<file path="src/rtl/uart_pkg.sv">
// Shared types and defaults for the UART transmit arbiter.
package uart_pkg;

    localparam int DEFAULT_NUM_REQ = 4;

    typedef enum logic [1:0] {
        ST_IDLE      = 2'd0,
        ST_LAUNCH    = 2'd1,
        ST_WAIT_DONE = 2'd2,
        ST_GAP       = 2'd3
    } state_t;

endpackage

</file>
<file path="src/rtl/uart_rr_pick.sv">
// Combinational rotating-priority pick: first set request at or above ptr_i, wrapping.
module uart_rr_pick
    import uart_pkg::*;
#(
    parameter int NUM_REQ = DEFAULT_NUM_REQ
) (
    input  logic [NUM_REQ-1:0]         req_i,
    input  logic [$clog2(NUM_REQ)-1:0] ptr_i,
    output logic [NUM_REQ-1:0]         gnt_o,
    output logic                       valid_o
);

    localparam int PW = $clog2(NUM_REQ);

    logic [PW-1:0] w_idx;
    logic          w_found;

    always_comb begin
        gnt_o   = '0;
        w_found = 1'b0;
        w_idx   = '0;
        for (int i = 0; i < NUM_REQ; i++) begin
            w_idx = PW'((int'(ptr_i) + i) % NUM_REQ);
            if (!w_found && req_i[w_idx]) begin
                gnt_o[w_idx] = 1'b1;
                w_found      = 1'b1;
            end
        end
    end

    assign valid_o = w_found;

endmodule

</file>
<file path="src/rtl/uart_tx_arb.sv">
// Round-robin arbiter sharing one UART transmitter among NUM_REQ byte sources.
// Optional WAIT_DONE watchdog enabled by defining UART_ARB_TIMEOUT_EN.
module uart_tx_arb
    import uart_pkg::*;
#(
    parameter int NUM_REQ        = DEFAULT_NUM_REQ,
    parameter int CLK_FREQ       = 100_000_000,
    parameter int UART_BPS       = 115200,
    parameter int TIMEOUT_CYCLES = 12 * (CLK_FREQ / UART_BPS)
) (
    input  logic                       clk_i,
    input  logic                       rst_i,
    input  logic [NUM_REQ-1:0]         req_i,
    input  logic [NUM_REQ*8-1:0]       data_i,
    output logic [NUM_REQ-1:0]         gnt_o,
    output logic                       tx_start_o,
    output logic [7:0]                 tx_data_o,
    input  logic                       tx_done_i,
    output logic                       busy_o,
    output logic [$clog2(NUM_REQ)-1:0] owner_o,
    output logic                       timeout_o,
    output logic [1:0]                 dbg_state_o
);

    localparam int PW = $clog2(NUM_REQ);

    // Handshake: a byte is accepted when gnt_o[k] pulses (same cycle as
    // tx_start_o); the transfer ends on a tx_done_i pulse seen in WAIT_DONE.
    state_t               r_state;
    logic [PW-1:0]        r_rr_ptr;
    logic [NUM_REQ-1:0]   r_gnt;
    logic                 r_tx_start;
    logic [7:0]           r_tx_data;
    logic                 r_busy;
    logic [PW-1:0]        r_owner;
    logic                 r_timeout;

    logic [NUM_REQ-1:0]   w_pick_gnt;
    logic                 w_pick_valid;
    logic [PW-1:0]        w_pick_idx;
    logic [7:0]           w_pick_data;
    logic [PW-1:0]        w_ptr_next;
    logic                 w_wd_expire;

    uart_rr_pick #(
        .NUM_REQ (NUM_REQ)
    ) u_pick (
        .req_i   (req_i),
        .ptr_i   (r_rr_ptr),
        .gnt_o   (w_pick_gnt),
        .valid_o (w_pick_valid)
    );

    always_comb begin
        w_pick_idx  = '0;
        w_pick_data = '0;
        for (int k = 0; k < NUM_REQ; k++) begin
            if (w_pick_gnt[k]) begin
                w_pick_idx  = PW'(k);
                w_pick_data = data_i[k*8 +: 8];
            end
        end
    end

    assign w_ptr_next = (r_owner == PW'(NUM_REQ - 1)) ? '0 : r_owner + 1'b1;

`ifdef UART_ARB_TIMEOUT_EN
    localparam int CW = $clog2(TIMEOUT_CYCLES + 1);

    logic [CW-1:0] r_wd_cnt;

    always_ff @(posedge clk_i) begin
        if (rst_i) begin
            r_wd_cnt <= '0;
        end else if (r_state == ST_LAUNCH) begin
            r_wd_cnt <= '0;
        end else if (r_state == ST_WAIT_DONE) begin
            r_wd_cnt <= r_wd_cnt + 1'b1;
        end
    end

    // Fire on the increment that takes the count to TIMEOUT_CYCLES-1, so the
    // registered pulse lands TIMEOUT_CYCLES cycles after LAUNCH.
    assign w_wd_expire = (r_state == ST_WAIT_DONE) && (r_wd_cnt == CW'(TIMEOUT_CYCLES - 2));
`else
    assign w_wd_expire = 1'b0;
`endif

    always_ff @(posedge clk_i) begin
        if (rst_i) begin
            r_state    <= ST_IDLE;
            r_rr_ptr   <= '0;
            r_gnt      <= '0;
            r_tx_start <= 1'b0;
            r_tx_data  <= 8'h00;
            r_busy     <= 1'b0;
            r_owner    <= '0;
            r_timeout  <= 1'b0;
        end else begin
            r_gnt      <= '0;
            r_tx_start <= 1'b0;
            r_timeout  <= 1'b0;
            case (r_state)
                ST_IDLE: begin
                    if (w_pick_valid) begin
                        r_owner    <= w_pick_idx;
                        r_tx_data  <= w_pick_data;
                        r_gnt      <= w_pick_gnt;
                        r_tx_start <= 1'b1;
                        r_busy     <= 1'b1;
                        r_state    <= ST_LAUNCH;
                    end
                end
                ST_LAUNCH: begin
                    r_rr_ptr <= w_ptr_next;
                    r_state  <= ST_WAIT_DONE;
                end
                ST_WAIT_DONE: begin
                    if (tx_done_i) begin
                        r_state <= ST_GAP;
                    end else if (w_wd_expire) begin
                        r_timeout <= 1'b1;
                        r_state   <= ST_GAP;
                    end
                end
                ST_GAP: begin
                    r_busy  <= 1'b0;
                    r_state <= ST_IDLE;
                end
                default: begin
                    r_busy  <= 1'b0;
                    r_state <= ST_IDLE;
                end
            endcase
        end
    end

    assign gnt_o       = r_gnt;
    assign tx_start_o  = r_tx_start;
    assign tx_data_o   = r_tx_data;
    assign busy_o      = r_busy;
    assign owner_o     = r_owner;
    assign timeout_o   = r_timeout;
    assign dbg_state_o = r_state;

endmodule

</file>
<file path="config.mk">
export PLATFORM = sky130hd
export DESIGN_NAME = uart_tx_arb
export DESIGN_NICKNAME = d
export VERILOG_FILES = /design/src/rtl/uart_pkg.sv /design/src/rtl/uart_rr_pick.sv /design/src/rtl/uart_tx_arb.sv
export SDC_FILE = /design/constraint.sdc
export NUM_CORES = 1
export LEC_CHECK = 0
export CAP_MARGIN = 20
export CORE_ASPECT_RATIO = 1.75
export CORE_MARGIN = 5
export CORE_UTILIZATION = 51
export DETAILED_ROUTE_END_ITERATION = 8
export PLACE_DENSITY = 0.87
export SYNTH_ARGS = -nofsm -noshare
export SYNTH_HDL_FRONTEND = slang
export SYNTH_SLANG_ARGS = --single-unit
</file>
<file path="constraint.sdc">
create_clock -name clk_i -period 7.7 [get_ports clk_i]
set_input_delay 1.925 -clock clk_i [delete_from_list [all_inputs] [get_ports clk_i]]
set_output_delay 1.925 -clock clk_i [all_outputs]
set_load 0.02 [all_outputs]
</file>
== Yosys cells after proc, flatten, opt, wreduce, memory -nomap -nowiden ==
Index checks and enable logic that the tools add are counted.

* RAM bits: 0
* Output and inout port bits: 19
* Register bits after elaboration: 20
* Bits in latches: 0
* Memory bits (read-only): 0
* Memories: 0

* Multiply operators: 0
* Divide/modulo/power cells: 0
* Multiplexer cells: 38
* Reductions and logical operators: 17
* Add/sub/neg operators: 4
* Shifts and indexed selects: 0
* Eq/ne operators: 6
* $lt $le $gt $ge: 8
* Bitwise gates (word level): 5

{| class="wikitable"
|+ Operators by type and width
! cell !! count
|-
| 8-bit two-way mux || 4
|-
| 4-bit two-way mux || 4
|-
| 1-bit two-way mux || 15
|-
| 2-bit by 3-bit less-than comparator with 1-bit output (second input constant) || 4
|-
| 4-bit bitwise OR || 3
|-
| 2-bit two-way mux || 5
|-
| 1-bit binary-select mux with 2-bit select || 4
|-
| 1-bit demux with 2-bit select || 4
|-
| 2-bit by 1-bit >= comparator with 1-bit output (second input constant) || 4
|-
| 2-bit one-hot mux with 4 select lines || 1
|-
| 1-bit logical AND || 7
|-
| 2-bit equality test (second input constant) || 3
|-
| 2-bit AND reduction || 3
|-
| 2-bit by 1-bit adder with 2-bit output (second input constant) || 2
|-
| 2-bit adder (second input constant) || 2
|-
| 1-bit zero test || 3
|-
| 3-bit OR reduction || 1
|-
| 2-bit by 1-bit equality test with 1-bit output (second input constant) || 1
|-
| 2-bit zero test || 1
|-
| 2-bit by 1-bit != test with 1-bit output (second input constant) || 1
|-
| 2-bit != test (second input constant) || 1
|-
| 1-bit inverter || 2
|-
| 1-bit one-hot mux with 2 select lines || 1
|-
| 2-bit nonzero test || 1
|-
| 2-bit OR reduction || 1
|}

== Logic depth before layout (Yosys ltp) ==
Gate-level depths: netlist (run 1).

* Depth in word-level cells: 16
* Depth in mapped cells: 11
* Gate-level depth less buffers: 8

== By module ==
A second synthesis (run 1) with hierarchy kept.

* Cells, all modules: 179
* Area total of the unflattened synthesis: 1525.2 um^2

{| class="wikitable"
|+ Modules (own cells, without submodules)
! module !! area each (um^2) !! sequential area each (um^2) !! cells each !! instances
|-
| uart_tx_arb || 1031.0 || 400.4 || 117 || 1
|-
| uart_rr_pick || 494.2 || 0.0 || 62 || 1
|}

== Worst setup path after synthesis (run 1) ==
Ideal clock, no wire load.

* Kind: input-to-reg
* Start: input port req_i[0]
* End: register r_tx_data[0] (netlist: tx_data_o[0])
* Buffers on the path: 3
* Setup slack: 3.840 ns
* Required time: 7.574 ns
* Data arrival time: 3.735 ns
* Stages: 9
* Cell sequence: buf_2 > mux4_2 > a21o_1 > a32o_2 > buf_6 > or2_0 > buf_6 > o211ai_2 > o211ai_2

* Word-level cells in the longest chain between the ends: 16
* Elaborated cells on any way between the ends: 30
* Classes of those cells: mux (20); bitwise (3); reduce/logical (7)

{| class="wikitable"
|+ RTL lines
! what !! RTL line !! RTL
|-
| start: declaration || uart_tx_arb.sv:13 || <nowiki>input logic [NUM_REQ-1:0] req_i,</nowiki>
|-
| 1-bit binary-select mux with 2-bit select || uart_rr_pick.sv:24 || <nowiki>if (!w_found && req_i[w_idx]) begin</nowiki>
|-
| 1-bit two-way mux (not written as such) || uart_rr_pick.sv:24 ||
|-
| 1-bit two-way mux || uart_rr_pick.sv:24 ||
|-
| 1-bit zero test || uart_rr_pick.sv:24 ||
|-
| 1-bit logical AND || uart_rr_pick.sv:24 ||
|-
| 1-bit two-way mux || uart_rr_pick.sv:24 ||
|-
| 1-bit zero test || uart_rr_pick.sv:24 ||
|-
| 1-bit logical AND || uart_rr_pick.sv:24 ||
|-
| 1-bit two-way mux || uart_rr_pick.sv:24 ||
|-
| 1-bit zero test || uart_rr_pick.sv:24 ||
|-
| 1-bit logical AND || uart_rr_pick.sv:24 ||
|-
| 4-bit two-way mux || uart_rr_pick.sv:24 ||
|-
| 8-bit two-way mux (4 in a row) || uart_tx_arb.sv:58 || <nowiki>if (w_pick_gnt[k]) begin</nowiki>
|-
| end signal: assignment || uart_tx_arb.sv:107 || <nowiki>r_tx_data <= w_pick_data;</nowiki>
|-
| end: declaration || uart_tx_arb.sv:33 || <nowiki>logic [7:0] r_tx_data;</nowiki>
|}

Several ways; a longest one is shown, not always the timed one. The select of a mux whose other input is x is not followed.
A chain may end at the register's enable or synchronous reset.

== Worst setup path after layout (run 1) ==
* Start: input port req_i[1]
* End: register r_owner[0] (netlist: owner_o[0])

* Word-level cells in the longest chain between the ends: 15
* Elaborated cells on any way between the ends: 29
* Classes of those cells: mux (19); bitwise (3); reduce/logical (7)

{| class="wikitable"
|+ RTL lines
! what !! RTL line !! RTL
|-
| 1-bit binary-select mux with 2-bit select || uart_rr_pick.sv:24 ||
|-
| 1-bit two-way mux (not written as such) || uart_rr_pick.sv:24 ||
|-
| 1-bit two-way mux || uart_rr_pick.sv:24 ||
|-
| 1-bit zero test || uart_rr_pick.sv:24 ||
|-
| 1-bit logical AND || uart_rr_pick.sv:24 ||
|-
| 1-bit two-way mux || uart_rr_pick.sv:24 ||
|-
| 1-bit zero test || uart_rr_pick.sv:24 ||
|-
| 1-bit logical AND || uart_rr_pick.sv:24 ||
|-
| 1-bit two-way mux || uart_rr_pick.sv:24 ||
|-
| 1-bit zero test || uart_rr_pick.sv:24 ||
|-
| 1-bit logical AND || uart_rr_pick.sv:24 ||
|-
| 4-bit two-way mux || uart_rr_pick.sv:24 ||
|-
| 1-bit two-way mux || uart_tx_arb.sv:58 ||
|-
| 2-bit two-way mux (2 in a row) || uart_tx_arb.sv:58 ||
|-
| end signal: assignment || uart_tx_arb.sv:106 || <nowiki>r_owner <= w_pick_idx;</nowiki>
|-
| end: declaration || uart_tx_arb.sv:35 || <nowiki>logic [PW-1:0] r_owner;</nowiki>
|}

Several ways; a longest one is shown, not always the timed one. The select of a mux whose other input is x is not followed.

==> reports/metrics.cfg, run 1 <==
[critical_path]
ff2ff_setup_slack_ns=4.50
cp_data_arrival_time_ns=4.67
path_cells=clkdlybuf4s50_1 > and2b_1 > mux4_2 > a32o_2 > nor2_1 > nand2b_1 > a311oi_1
path_delay_family=simple AND/OR/NAND/NOR gates
r2r_end=owner_o[0]
critPathCaptureType=flop
reg2reg_depth=8
regToRegStartpoint=r_rr_ptr[0]
cp-start-kind=input port
cp_max_fo=11
cpMaxStageDelayCell=nor2_1
crit_buf_inv=1
slowest_delay_ns=0.62
timing_worst_setup_path_type=input port to flop
crit_required_ns=7.87

[worst_hold_path]
hold_path_depth=2
min_to=tx_data_o[6]
hp-start=tx_data_o[6]
hp-class=flop to flop

[grt]
antenna_found_initial=0
grt_pass1_wl_mm=8.31
grt-ovfl-total=0
grt_usage=0.210
grt_pass1_vias=1824
grt_max_degree=14

[clock_network]
cts_setup_buffers=0
clockBufferDepth=2
cts_sinks=20
path_clk_slew_ns=0.08
cts_buffers=3
cts_tree=yes
htreeDepth=1
root_buffer=clkbuf_8
clock_latency_ns=0.26
holdBufCountCts=0
cts_resized=0

[cells_and_area]
nNetsFinal=306
fillers=308
multi_input_area_um2=1290
mostFrequentLayoutCells=56 x clkdlybuf4s50_1, 20 x dfxtp_1, 16 x nor2_1, 16 x o211ai_2, 15 x inv_1
ff_latch_area_um2=400
final_cell_count_no_fill=299
post-route-util=0.709
num_antenna_cells=0
layout_commonest_cell=clkdlybuf4s50_1
syn2layout_area_growth_pct=33.0
drive_above_1_share=0.110

[die]
rows=28
num_io_pins=58
die_w_um=55.3
dieArea_um2=4930
die_h_um=89.3
initial_utilization=0.533
core_area_um2=3430

[place]
dp_hpwl_mm=4.02
dp_cells=295
io_buffers=56
gp_congestion=0.842

[timing]
fin_setup_tns_ns=0
slew_violations=0
tightest_slew_ns=0.791
fmax_mhz=222
fin_crit_sh=0.584
fin_skew_ns=0.00502
fin_crit_ns=4.50
rsz0062_at_grt=no
hold_viol_final=0
setup_viol_count_final=0
slew_headroom=0.471

[flow_run]
maxCapViolations=0

[synthesis]
ys_seq_elements=20
netlist_area_um2=1830
synth-async-reset-ratio=0
ys_warn_count=0
synth_nets=258
synth_area_leaders=dfxtp_1 22%, o211ai_2 11%, ha_1 8.2%, a311oi_1 4.8%, a41oi_1 3.8%
synth_top_area_cell=dfxtp_1
yosys.area.top_type_share=0.219
ys.flop_type=dfxtp_1
synth_edf_count=0
synth_cells=207
yosysSeqAreaShare=0.219
ys_types=47
postSynthAreaPerCell_um2=8.84

[power_and_ir_drop]
leakage_nw=0.932
p_clk_frac=0.124
p_switching_mw=0.409
power.total_mw=0.859
power.density_nw_per_um2=353
pwr-share-seq=0.207
peakVddDrop_mv=0.224
p_sw_frac=0.476
power.share.combinational=0.669
p_int_mw=0.450

[run_status]
outcome=completed

[detailed_routing]
viasPerCell=6.07
drt_iter0_markers=48
ant_nets=0
routed_wl_mm=5.17
via_count=1814
post-route-drc-count=0
post_drt_wl_per_cell_um=17.3
first_pass_iters=4

[through the flow]
step / worst slack [ns] / hold WS, ns / cell area, um^2
final: 3.20 / 0.471 / 2430
after CTS: 3.26 / 0.474 / 2430
after detailed placement: 3.01 / 0.457 / 2360
after global placement: 3.01 / 0.445 / 2360
after floorplan: 3.84 / 0.563 / 1830
after global routing: 3.08 / 0.504 / 2430
[Yosys cell counts, types with 2 or more instances]
cell,count
and2_1,2
nand2_1,13
dfxtp_1,20
buf_6,3
nor2b_1,7
buf_4,2
nor3b_1,3
mux4_2,3
a311oi_1,10
buf_2,3
clkbuf_1,3
a21oi_1,3
a22oi_1,2
a21boi_0,8
ha_1,12
mux2i_1,2
nor2_1,16
nand2b_1,5
o21bai_1,8
o211ai_2,16
o21ai_0,10
a22o_1,2
a41oi_1,8
a211oi_1,9
inv_1,15
[sequential cells by signal (all words and copies together), names as in the netlist]
name and count:
busy_o 1, dbg_state_o 2, gnt_o 4, owner_o 2, r_rr_ptr 2, tx_data_o 8, tx_start_o 1
[metal layers]
layer,vias to the layer above,part of all wire,track usage
li1,877,-,-
met1,839,0.35,0.209
met2,79,0.55,0.403
met3,19,0.055,0.0361
met4,0,0.049,0.133
met5,-,0,0
[layout make-up]
type,count,share of cell area
timing repair buffer,56,0.230
multi-input combinational,159,0.530
inverter,15,0.0231
clock buffer,3,0.0170
clock inverter,1,0.0123
tap,45,0.0231
sequential,20,0.164
[power by group through the flow]
stage / Clock (mW) / Combinational, mW / Sequential [mW]
6_report: 0.107 / 0.574 / 0.178
5_1_grt: 0.112 / 0.630 / 0.184
4_1_cts: 0.107 / 0.574 / 0.178
3_5_place_dp: 0 / 0.569 / 0.179
3_3_place_gp: 0 / 0.559 / 0.178
2_1_floorplan: 0 / 0.401 / 0.210
[how the worst max path moves through the flow]
stage             start            to  slack (ns)  cells past startpoint
3_5_place_dp   req_i[1]  tx_data_o[6]        3.01                      7
2_1_floorplan  req_i[0]  tx_data_o[0]        3.84                      9
3_3_place_gp   req_i[1]  tx_data_o[5]        3.01                      7
4_1_cts        req_i[1]    owner_o[0]        3.26                      7
5_1_grt        req_i[1]  tx_data_o[1]        3.08                      7
6_report       req_i[1]    owner_o[0]        3.20                      7
[kinds of logic (layout without fill, tap and decap cells)]
logic type | Yosys count | in the layout | synth area share
multiplexers | 6 | 6 | 0.0622
flip-flops | 20 | 20 | 0.219
other | 1 | 1 | 0.00205
adder cells (fa/ha/maj) | 12 | 12 | 0.0820
AND/OR/NAND/NOR | 55 | 55 | 0.157
buffers and inverters | 28 | 75 | 0.0765
AO/OA/AOI/OAI | 85 | 85 | 0.402
[worst register-to-register path, cell delays in order, from the launching register on]
cell      delay (ns)
dfxtp_1         0.62
inv_1           0.17
ha_1            0.38
mux4_2          0.38
a21o_1          0.21
a32o_2          0.30
nor2_1          0.62
nand2b_1        0.15
a311oi_1        0.29
Power figures use the tool's default switching activity.
==> inputs of run 2 (changes only) <==
--- a/config.mk
+++ b/config.mk
@@ -8,9 +8,9 @@
 export CAP_MARGIN = 20
 export CORE_ASPECT_RATIO = 1.75
 export CORE_MARGIN = 5
-export CORE_UTILIZATION = 51
+export CORE_UTILIZATION = 42
 export DETAILED_ROUTE_END_ITERATION = 8
-export PLACE_DENSITY = 0.87
+export PLACE_DENSITY = 0.76
 export SYNTH_ARGS = -nofsm -noshare
 export SYNTH_HDL_FRONTEND = slang
 export SYNTH_SLANG_ARGS = --single-unit
==> constraint.sdc (replaced) <==
create_clock -name clk_i -period 3.65 [get_ports clk_i]
set_input_delay 0.9125 -clock clk_i [delete_from_list [all_inputs] [get_ports clk_i]]
set_output_delay 0.9125 -clock clk_i [all_outputs]
set_load 0.02 [all_outputs]
==> run 2 against run 1 <==
  * Utilization decreased by 11 points
  * Total power increased by 120%
  * Clock power increased by 110%
  * Critical path depth unchanged
  * Count of clock-buffer cells in the layout unchanged
  * Register-to-register slack got worse by 4.0 ns
  * Clock skew decreased by 0.0022 ns
  * Flip-flop and latch count unchanged
==> reports/metrics.cfg, run 2 (same netlist as run 1, synthesis figures left out) <==
[timing]
fin_crit_ns=3.28
fin_setup_tns_ns=0
rsz0062_at_grt=no
setup_viol_count_final=0
fin_skew_ns=0.00280
tightest_slew_ns=0.881
whs_ns=0.476
setup_ws_ns=0.373
hold_viol_final=0
fin_crit_sh=0.898
slew_violations=0
slew_headroom=0.413
fmax_mhz=305

[power_and_ir_drop]
p_int_mw=0.996
peakVddDrop_mv=0.462
p_sw_frac=0.471
power.density_nw_per_um2=749
leakage_nw=0.980
power.share.combinational=0.683
p_switching_mw=0.887
pwr-share-seq=0.199
p_clk_frac=0.118

[clock_network]
holdBufCountCts=0
clock_latency_ns=0.26
cts_tree=yes
root_buffer=clkbuf_8
cts_setup_buffers=0
cts_buffers=3
clockBufferDepth=2
cts_sinks=20
htreeDepth=1
path_clk_slew_ns=0.08
cts_resized=0

[detailed_routing]
viasPerCell=6.04
post_drt_wl_per_cell_um=17.2
first_pass_iters=4
post-route-drc-count=0
ant_nets=0
drt_iter0_markers=98
via_count=1892
routed_wl_mm=5.38

[critical_path]
crit_buf_inv=1
path_delay_family=compound AO/OA/AOI/OAI gates
cp-start-kind=input port
timing_worst_setup_path_type=input port to flop
crit_required_ns=3.84
cpMaxStageDelayCell=a22oi_1
slowest_delay_ns=0.74
path_cells=clkdlybuf4s50_1 > and3b_1 > o21ai_0 > nand2_1 > a22oi_1 > o21ai_0 > o211ai_2
critPathCaptureType=flop
cp_max_fo=11
cp_data_arrival_time_ns=3.46
path_common_cell=o21ai_0

[cells_and_area]
mostFrequentLayoutCells=56 x clkdlybuf4s50_1, 20 x dfxtp_1, 16 x nor2_1, 16 x o211ai_2, 15 x inv_1
post-route-util=0.600
layout_commonest_cell=clkdlybuf4s50_1
nNetsFinal=316
num_antenna_cells=0
largest_reg_flops=8
syn2layout_area_growth_pct=37.4
drive_above_1_share=0.144
final_cell_count_no_fill=313
fillers=371

[grt]
grt_pass1_vias=1976
grt_pass1_wl_mm=8.83
grt-ovfl-total=0
grt_usage=0.188
antenna_found_initial=0
grt_max_degree=14

[flow_run]
maxCapViolations=0

[place]
dp_hpwl_mm=4.24
place_ws_ns=0.108
dp_cells=309
gp_congestion=0.849
io_buffers=56

[die]
rows=31
initial_utilization=0.437
core_area_um2=4190
dieArea_um2=5830
num_io_pins=58
die_h_um=97.3
die_w_um=59.9

[run_status]
outcome=completed

[worst_hold_path]
hp-class=flop to flop

run 2: changes by cell type in the layout (fill, tap and decap cells not counted), sizes merged:
cell / change
buf: +10
run 2: final timing paths:
kind	from	end	slack, ns	cells past startpoint
max	req_i[2]	tx_data_o[3]	0.37	7
min	tx_data_o[2]	tx_data_o[2]	0.48	2
max reg2reg	r_rr_ptr[0]	tx_data_o[3]	0.49	8
min reg2reg	tx_data_o[2]	tx_data_o[2]	0.48	2
run 2: metrics by stage:
step | power, mW | instance area [um^2]
after floorplan | 1.29 | 1830
after CTS | 1.88 | 2510
after global placement | 1.64 | 2440
final | 1.88 | 2510
after global routing | 2.02 | 2510
after detailed placement | 1.66 | 2440
run 2: metal layers:
layer / share of wire / up-vias / wire, um / track usage
met3: 0.060 / 18 / 321 / 0.0266
met4: 0.048 / 0 / 259 / 0.0939
li1: - / 895 / - / -
met5: 0 / - / 0 / 0
met1: 0.36 / 894 / 1950 / 0.199
met2: 0.53 / 85 / 2850 / 0.340
run 2: cell type report:
type,count,area (um^2),share of cell area
clock buffer,3,41.3,0.0164
clock inverter,1,30.0,0.0119
inverter,15,56.3,0.0224
multi-input combinational,159,1290,0.513
sequential,20,400,0.159
tap,49,61.3,0.0244
timing repair buffer,66,636,0.253
run 2: power groups by stage:
stage	sequential (mW)	clock [mW]	combinational, mW
3_3_place_gp	0.377	0	1.26
5_1_grt	0.388	0.234	1.40
4_1_cts	0.376	0.225	1.28
3_5_place_dp	0.380	0	1.28
6_report	0.375	0.222	1.29
2_1_floorplan	0.444	0	0.846
run 2: worst reg2reg max path: stages (launching register included):
cell	delay, ns
dfxtp_1	0.63
inv_1	0.17
ha_1	0.39
and3b_1	0.20
o21ai_0	0.37
nand2_1	0.18
a22oi_1	0.74
o21ai_0	0.21
o211ai_2	0.21
==> inputs of run 3 (changes only) <==
--- a/config.mk
+++ b/config.mk
@@ -5,6 +5,7 @@
 export SDC_FILE = /design/constraint.sdc
 export NUM_CORES = 1
 export LEC_CHECK = 0
+export ABC_CLOCK_PERIOD_IN_PS = 3650
 export CAP_MARGIN = 20
 export CORE_ASPECT_RATIO = 1.75
 export CORE_MARGIN = 5
==> results of run 3 <==
The final DEF is identical to that of run 2; final timing and power are the same.
